$ cat src/rtl/reaction_timer_pkg.sv
`default_nettype none
// ============================================================================
// Module   : reaction_timer_pkg
// Brief    : Shared state encoding and constants for the reaction timer.
// Revision : 1.0 - initial release
// ============================================================================
package reaction_timer_pkg;

    typedef enum logic [2:0] {
        ST_IDLE   = 3'd0,
        ST_ARMED  = 3'd1,
        ST_TIMING = 3'd2,
        ST_DONE   = 3'd3,
        ST_FOUL   = 3'd4
    } state_t;

    localparam int              BCD_W   = 4;
    localparam logic [BCD_W-1:0] BCD_MAX = 4'd9;

    // Kept wide so any instance can slice them down to its own LIGHTS_W / DIGITS.
    localparam logic [63:0] ALL_ON    = '1;
    localparam logic [63:0] BLANK_BCD = '1;

endpackage
`default_nettype wire

$ cat src/rtl/reaction_timer_bcd_counter.sv
`default_nettype none
// ============================================================================
// Module   : bcd_counter
// Brief    : Cascaded multi-digit BCD counter with clear and saturation at 9s.
// Revision : 1.0 - initial release
// ============================================================================
module bcd_counter
    import reaction_timer_pkg::*;
#(
    parameter int DIGITS = 4
) (
    input  logic                    clk,
    input  logic                    rst,
    input  logic                    clr,
    input  logic                    inc,
    output logic [BCD_W*DIGITS-1:0] digits
);

    logic [DIGITS-1:0] w_nine;
    logic [DIGITS-1:0] w_carry;
    logic              w_sat;

    assign w_sat      = &w_nine;
    assign w_carry[0] = inc & ~w_sat;

    generate
        for (genvar g = 0; g < DIGITS; g++) begin : g_digit
            logic [BCD_W-1:0] r_digit;

            if (g > 0) begin : g_carry
                assign w_carry[g] = w_carry[g-1] & w_nine[g-1];
            end

            assign w_nine[g]                      = (r_digit == BCD_MAX);
            assign digits[g*BCD_W +: BCD_W]       = r_digit;

            always_ff @(posedge clk or negedge rst) begin
                if (!rst) begin
                    r_digit <= '0;
                end else if (clr) begin
                    r_digit <= '0;
                end else if (w_carry[g]) begin
                    r_digit <= w_nine[g] ? '0 : r_digit + 4'd1;
                end
            end
        end
    endgenerate

endmodule
`default_nettype wire

$ cat src/rtl/reaction_timer.sv
`default_nettype none
// ============================================================================
// Module   : reaction_timer
// Brief    : Measures driver reaction from lights-out to button press in BCD ms.
// Revision : 1.0 - initial release
// ============================================================================
module reaction_timer
    import reaction_timer_pkg::*;
#(
    parameter int LIGHTS_W = 8,
    parameter int DIGITS   = 4
) (
    input  logic                    clk,
    input  logic                    rst,
    input  logic [LIGHTS_W-1:0]     lights,
    input  logic                    tick_ms,
    input  logic                    button,
    output logic [BCD_W*DIGITS-1:0] result_bcd,
    output logic                    result_valid,
    output logic                    foul,
    output logic                    timing
);

    localparam logic [LIGHTS_W-1:0]     c_all_on      = ALL_ON[LIGHTS_W-1:0];
    localparam logic [LIGHTS_W-1:0]     c_light_first = {{(LIGHTS_W-1){1'b0}}, 1'b1};
    localparam logic [BCD_W*DIGITS-1:0] c_blank       = BLANK_BCD[BCD_W*DIGITS-1:0];

    state_t                  r_state;
    state_t                  w_state_nxt;
    logic                    r_btn_meta;
    logic                    r_btn_sync;
    logic                    r_btn_sync_d;
    logic [LIGHTS_W-1:0]     r_prev_lights;
    logic [BCD_W*DIGITS-1:0] r_result;
    logic                    r_valid;
    logic                    r_foul;
    logic [BCD_W*DIGITS-1:0] w_count;
    logic                    w_press;
    logic                    w_step;
    logic                    w_clr;
    logic                    w_inc;
    logic                    w_done;
    logic                    w_jump;
    logic                    w_rearm;

    always_ff @(posedge clk or negedge rst) begin
        if (!rst) begin
            r_btn_meta    <= 1'b0;
            r_btn_sync    <= 1'b0;
            r_btn_sync_d  <= 1'b0;
            r_prev_lights <= '0;
        end else begin
            r_btn_meta    <= button;
            r_btn_sync    <= r_btn_meta;
            r_btn_sync_d  <= r_btn_sync;
            r_prev_lights <= lights;
        end
    end

    assign w_press = r_btn_sync & ~r_btn_sync_d;
    // A countdown may only hold its value or light one more lamp.
    assign w_step  = (lights == r_prev_lights) ||
                     (lights == {r_prev_lights[LIGHTS_W-2:0], 1'b1});

    always_ff @(posedge clk or negedge rst) begin
        if (!rst) begin
            r_state <= ST_IDLE;
        end else begin
            r_state <= w_state_nxt;
        end
    end

    always_comb begin
        w_state_nxt = r_state;
        w_clr       = 1'b0;
        w_inc       = 1'b0;
        w_done      = 1'b0;
        w_jump      = 1'b0;
        w_rearm     = 1'b0;
        case (r_state)
            ST_IDLE: begin
                if (lights == c_light_first) begin
                    w_state_nxt = ST_ARMED;
                    w_clr       = 1'b1;
                end
            end
            ST_ARMED: begin
                if (w_press) begin
                    w_state_nxt = ST_FOUL;
                    w_jump      = 1'b1;
                end else if (r_prev_lights == c_all_on && lights == '0) begin
                    w_state_nxt = ST_TIMING;
                end else if (!w_step) begin
                    w_state_nxt = ST_IDLE;
                end
            end
            ST_TIMING: begin
                if (w_press) begin
                    w_state_nxt = ST_DONE;
                    w_done      = 1'b1;
                end else begin
                    w_inc = tick_ms;
                end
            end
            ST_DONE, ST_FOUL: begin
                if (lights == c_light_first) begin
                    w_state_nxt = ST_ARMED;
                    w_clr       = 1'b1;
                    w_rearm     = 1'b1;
                end
            end
            default: w_state_nxt = ST_IDLE;
        endcase
    end

    bcd_counter #(
        .DIGITS (DIGITS)
    ) u_counter (
        .clk    (clk),
        .rst    (rst),
        .clr    (w_clr),
        .inc    (w_inc),
        .digits (w_count)
    );

    always_ff @(posedge clk or negedge rst) begin
        if (!rst) begin
            r_result <= '0;
            r_valid  <= 1'b0;
            r_foul   <= 1'b0;
        end else begin
            r_valid <= w_done | w_jump;
            if (w_done) begin
                r_result <= w_count;
            end else if (w_jump) begin
                r_result <= c_blank;
            end
            if (w_jump) begin
                r_foul <= 1'b1;
            end else if (w_rearm) begin
                r_foul <= 1'b0;
            end
        end
    end

    assign result_bcd   = r_result;
    assign result_valid = r_valid;
    assign foul         = r_foul;
    assign timing       = (r_state == ST_TIMING);

endmodule
`default_nettype wire
$ cat config.mk
export PLATFORM = sky130hd
export DESIGN_NAME = reaction_timer
export DESIGN_NICKNAME = d
export VERILOG_FILES = /design/src/rtl/reaction_timer_pkg.sv /design/src/rtl/reaction_timer_bcd_counter.sv /design/src/rtl/reaction_timer.sv
export SDC_FILE = /design/constraint.sdc
export NUM_CORES = 1
export LEC_CHECK = 0
export ABC_AREA = 1
export BUFFER_PORTS_ARGS = -buffer_cell sky130_fd_sc_hd__buf_4
export CAP_MARGIN = 20
export CELL_PAD_IN_SITES_DETAIL_PLACEMENT = 1
export CELL_PAD_IN_SITES_GLOBAL_PLACEMENT = 2
export CORE_MARGIN = 2
export CORE_UTILIZATION = 36
export DETAILED_ROUTE_END_ITERATION = 6
export PLACE_DENSITY = 0.9
export SYNTH_ARGS = -nofsm -noshare
export SYNTH_HDL_FRONTEND = slang
export SYNTH_HIERARCHICAL = 1
export SYNTH_SLANG_ARGS = --single-unit
$ cat constraint.sdc
create_clock -name clk -period 2.39 [get_ports clk]
set_clock_uncertainty 0.05 [all_clocks]
set_input_delay 0.239 -clock clk [delete_from_list [all_inputs] [get_ports clk]]
set_output_delay 0.239 -clock clk [all_outputs]
set_load 0.01 [all_outputs]
==> reports/metrics.cfg <==
[outcome]
run_status=finished, final reports clean

[timing]
period_minus_slack_ns=1.85
relSlewSlack_pct=58.5
timing.final.crit_share_pct=77.6
setup_viol=0
finalHoldViolCount=0
finalSetupTns_ns=0
rsz0062_at_grt=false
worst_pin_slew_ns=0.622
finalMaxSlewViolations=0
fmax_ghz=0.539

[yosys]
ys.flop_type=dfrtp_1
synth_area_sq_um=2580
synth_cells=282
yosysMostFrequentCell=nand2_1
ys_seq_area_share_pct=46.5
netlist_top_cells_count=nand2_1, dfrtp_1, nand3_1
synth_mux_area_share_pct=0
synthTopCellsByArea=dfrtp_1, nand2_1, o22a_1
synth_nets=300
yosysWarnings=6
synth_edf_count=0
synthSimpleGateAreaFrac_pct=29.9
syn_avg_cell_area_sq_um=9.15
synthDistinctLibCells=35
synth_top_family_by_area=simple AND/OR/NAND/NOR gates
post_synth_xor_area_fraction_pct=6.11
ys_ff_latch=48
synth_top_cell_by_area=dfrtp_1
async_flop_share_pct=100
synth-compound-area-share_pct=7.85
synthAdderAreaFrac_pct=2.91
synth.top_cell.area_share_pct=46.5

[worst_setup_path]
crit_required_ns=2.54
crit_slowest_cell=dfrtp_1
path_cells=or2_4, nand2_1, a211oi_1, inv_4, nand2_1, nor3b_1, nand2_1, nand2_1
reg2regPathDepth=8
crit_path_start_kind=register
path_delay_family=simple AND/OR/NAND/NOR gates
regToRegSetupSlack_ns=0.54
rr_startpoint=r_state[1]$_DFFE_PN0P_
crit_arrival_ns=2.00
r2r_end=u_counter/g_digit[3].r_digit[1]$_DFFE_PN0P_
endpoint_kind=register
slowest_delay_ns=0.46
path_buf_inv=1
critical_path_class=reg2reg
cp_common_cell=nand2_1
cp_max_fo=23

[floorplanning]
io_pins=31
floorplan.rows=30
initial_core_util_pct=37.6
die_w_microns=88.7
fp.dieArea_sq_um=7860
dieHeight_microns=88.7
core_area_sq_um=6870

[power_and_ir_drop]
vdd.ir_drop.worst_v=0.000230
p_per_area_nw_per_um2=662
power.leakage_nw=1.38

[placement]
dp.cells=405
gp_congestion=0.804
dp_hpwl_microns=3890
portBuffers=30

[min_path]
holdPathStages=1
hold_start=lights[1]
hold_path_class=in2reg
min_to=r_prev_lights[1]$_DFF_PN0_

[global_route]
grt_overflow=0
first_global_vias=1919
met3_usage_pct=2.24
grt.met1_usage_pct=23.1
top_usage_layer=met1
grt_max_degree=49
grt.met2_usage_pct=23.0
antenna_found_initial=0
grt_usage_pct=15.4
grt_pass1_wl_microns=9360

[routing]
viasPerCell=4.61
first_iter_violations=69
drt_wl_total_microns=5430
route.detailed.wl_per_inst_microns=13.1
ant_nets=0
firstDrtPassIters=2
drcViolationCount=0
vias=1913

[clocking]
tritoncts=built
cts-root-buf=clkbuf_8
cts.sinks=48
clock_path_buffers=2
clk_pin_slew_ns=0.10
clock_latency_ns=0.30
htreeDepth=2
numCtsBuffers=5
post-cts-setup-buffer-count=0

[flow_run]
maxCapViolCount=0

[layout]
area_delta_synth_final_pct=17.3
drive_gt1_share_pct=24.5
fin_nets=336
multiInputGateArea_sq_um=1210
antenna_cells=0
seqCellArea_sq_um=1200
fill_cells=822
finalNonFillerCells=415

## registers in the layout (all words and copies together), names as in the netlist
| signal | flops |
|---|---|
| r_prev_lights | 8 |
| u_counter/g_digit.r_digit | 16 |
| r_btn_meta | 1 |
| foul | 1 |
| r_btn_sync | 1 |
| r_btn_sync_d | 1 |
| result_valid | 1 |
| result_bcd | 16 |
| r_state | 3 |
## stage by stage
stage	utilization [%]	cell area, sq um	worst slack, ns	total power (W)	hold slack [ns]
after global placement	42.1	2900	0.455	0.00142	0.258
after CTS	44.1	3030	0.531	0.00204	0.0128
after detailed placement	42.1	2900	0.451	0.00143	0.262
final	44.1	3030	0.535	0.00200	0.0229
after floorplan	-	2580	0.624	0.00126	-0.107
after global routing	44.1	3030	0.376	0.00213	0.0135
## cells in the final DEF (no fill, tap or decap), types with 2 or more instances in the layout
master,instances
inv_1,21
xnor2_1,13
nor2_2,2
clkbuf_8,5
inv_2,7
nor2_4,8
nor2_1,20
dlygate4sd3_1,2
ha_1,6
nor3_1,10
xor2_1,5
o22a_1,16
nand3_1,24
inv_4,2
o21ai_1,3
a21oi_1,2
nand2_4,3
nand2_1,68
dfrtp_1,48
nand2_2,7
buf_4,32
## cell families (layout without fill, tap and decap cells)
logic type	after synthesis	count (layout)
AO/OA/AOI/OAI	25	25
XOR/XNOR	18	18
adder cells (fa/ha/maj)	6	6
buffers and inverters	36	73
flip-flops	48	48
AND/OR/NAND/NOR	149	149
## how the worst max path moves through the flow
stage                                start  slack, ns  cells after the start                                           to
global route        r_state[1]$_DFFE_PN0P_       0.38                      8  u_counter/g_digit[1].r_digit[3]$_DFFE_PN0P_
detailed placement               lights[6]       0.45                     11  u_counter/g_digit[3].r_digit[1]$_DFFE_PN0P_
CTS                 r_state[1]$_DFFE_PN0P_       0.53                      8  u_counter/g_digit[3].r_digit[1]$_DFFE_PN0P_
floorplan           r_state[2]$_DFFE_PN0P_       0.62                      8  u_counter/g_digit[3].r_digit[1]$_DFFE_PN0P_
global placement                 lights[6]       0.45                     11  u_counter/g_digit[3].r_digit[1]$_DFFE_PN0P_
finish              r_state[1]$_DFFE_PN0P_       0.54                      8  u_counter/g_digit[3].r_digit[1]$_DFFE_PN0P_
## power breakdown
group / internal (W) / leakage (nW) / switching (W)
logic: 0.000201 / 0.779 / 0.000234
registers: 0.000897 / 0.545 / 0.0000775
clock network: 0.000310 / 0.0541 / 0.000284
total: 0.00141 / 1.38 / 0.000596
## cell type report
type | instances | share of cell area (%)
clock buffer | 5 | 2.27
clock inverter | 3 | 1.41
inverter | 31 | 4.18
multi-input combinational | 198 | 39.9
sequential | 48 | 39.7
tap | 96 | 3.97
timing repair buffer | 34 | 8.60
## routing by layer
layer / wire length, microns / up-vias
met5: 0 / -
met4: 49 / 0
met3: 132 / 4
met2: 2420 / 24
met1: 2820 / 905
li1: - / 980
## what timing repair did
| action | 4_1_cts | 5_1_grt |
|---|---|---|
| hold endpoints to repair | 49 | 0 |
| hold buffers | 2 | 0 |
| gates resized for setup | 0 | 0 |
Power figures use the tool's default switching activity.
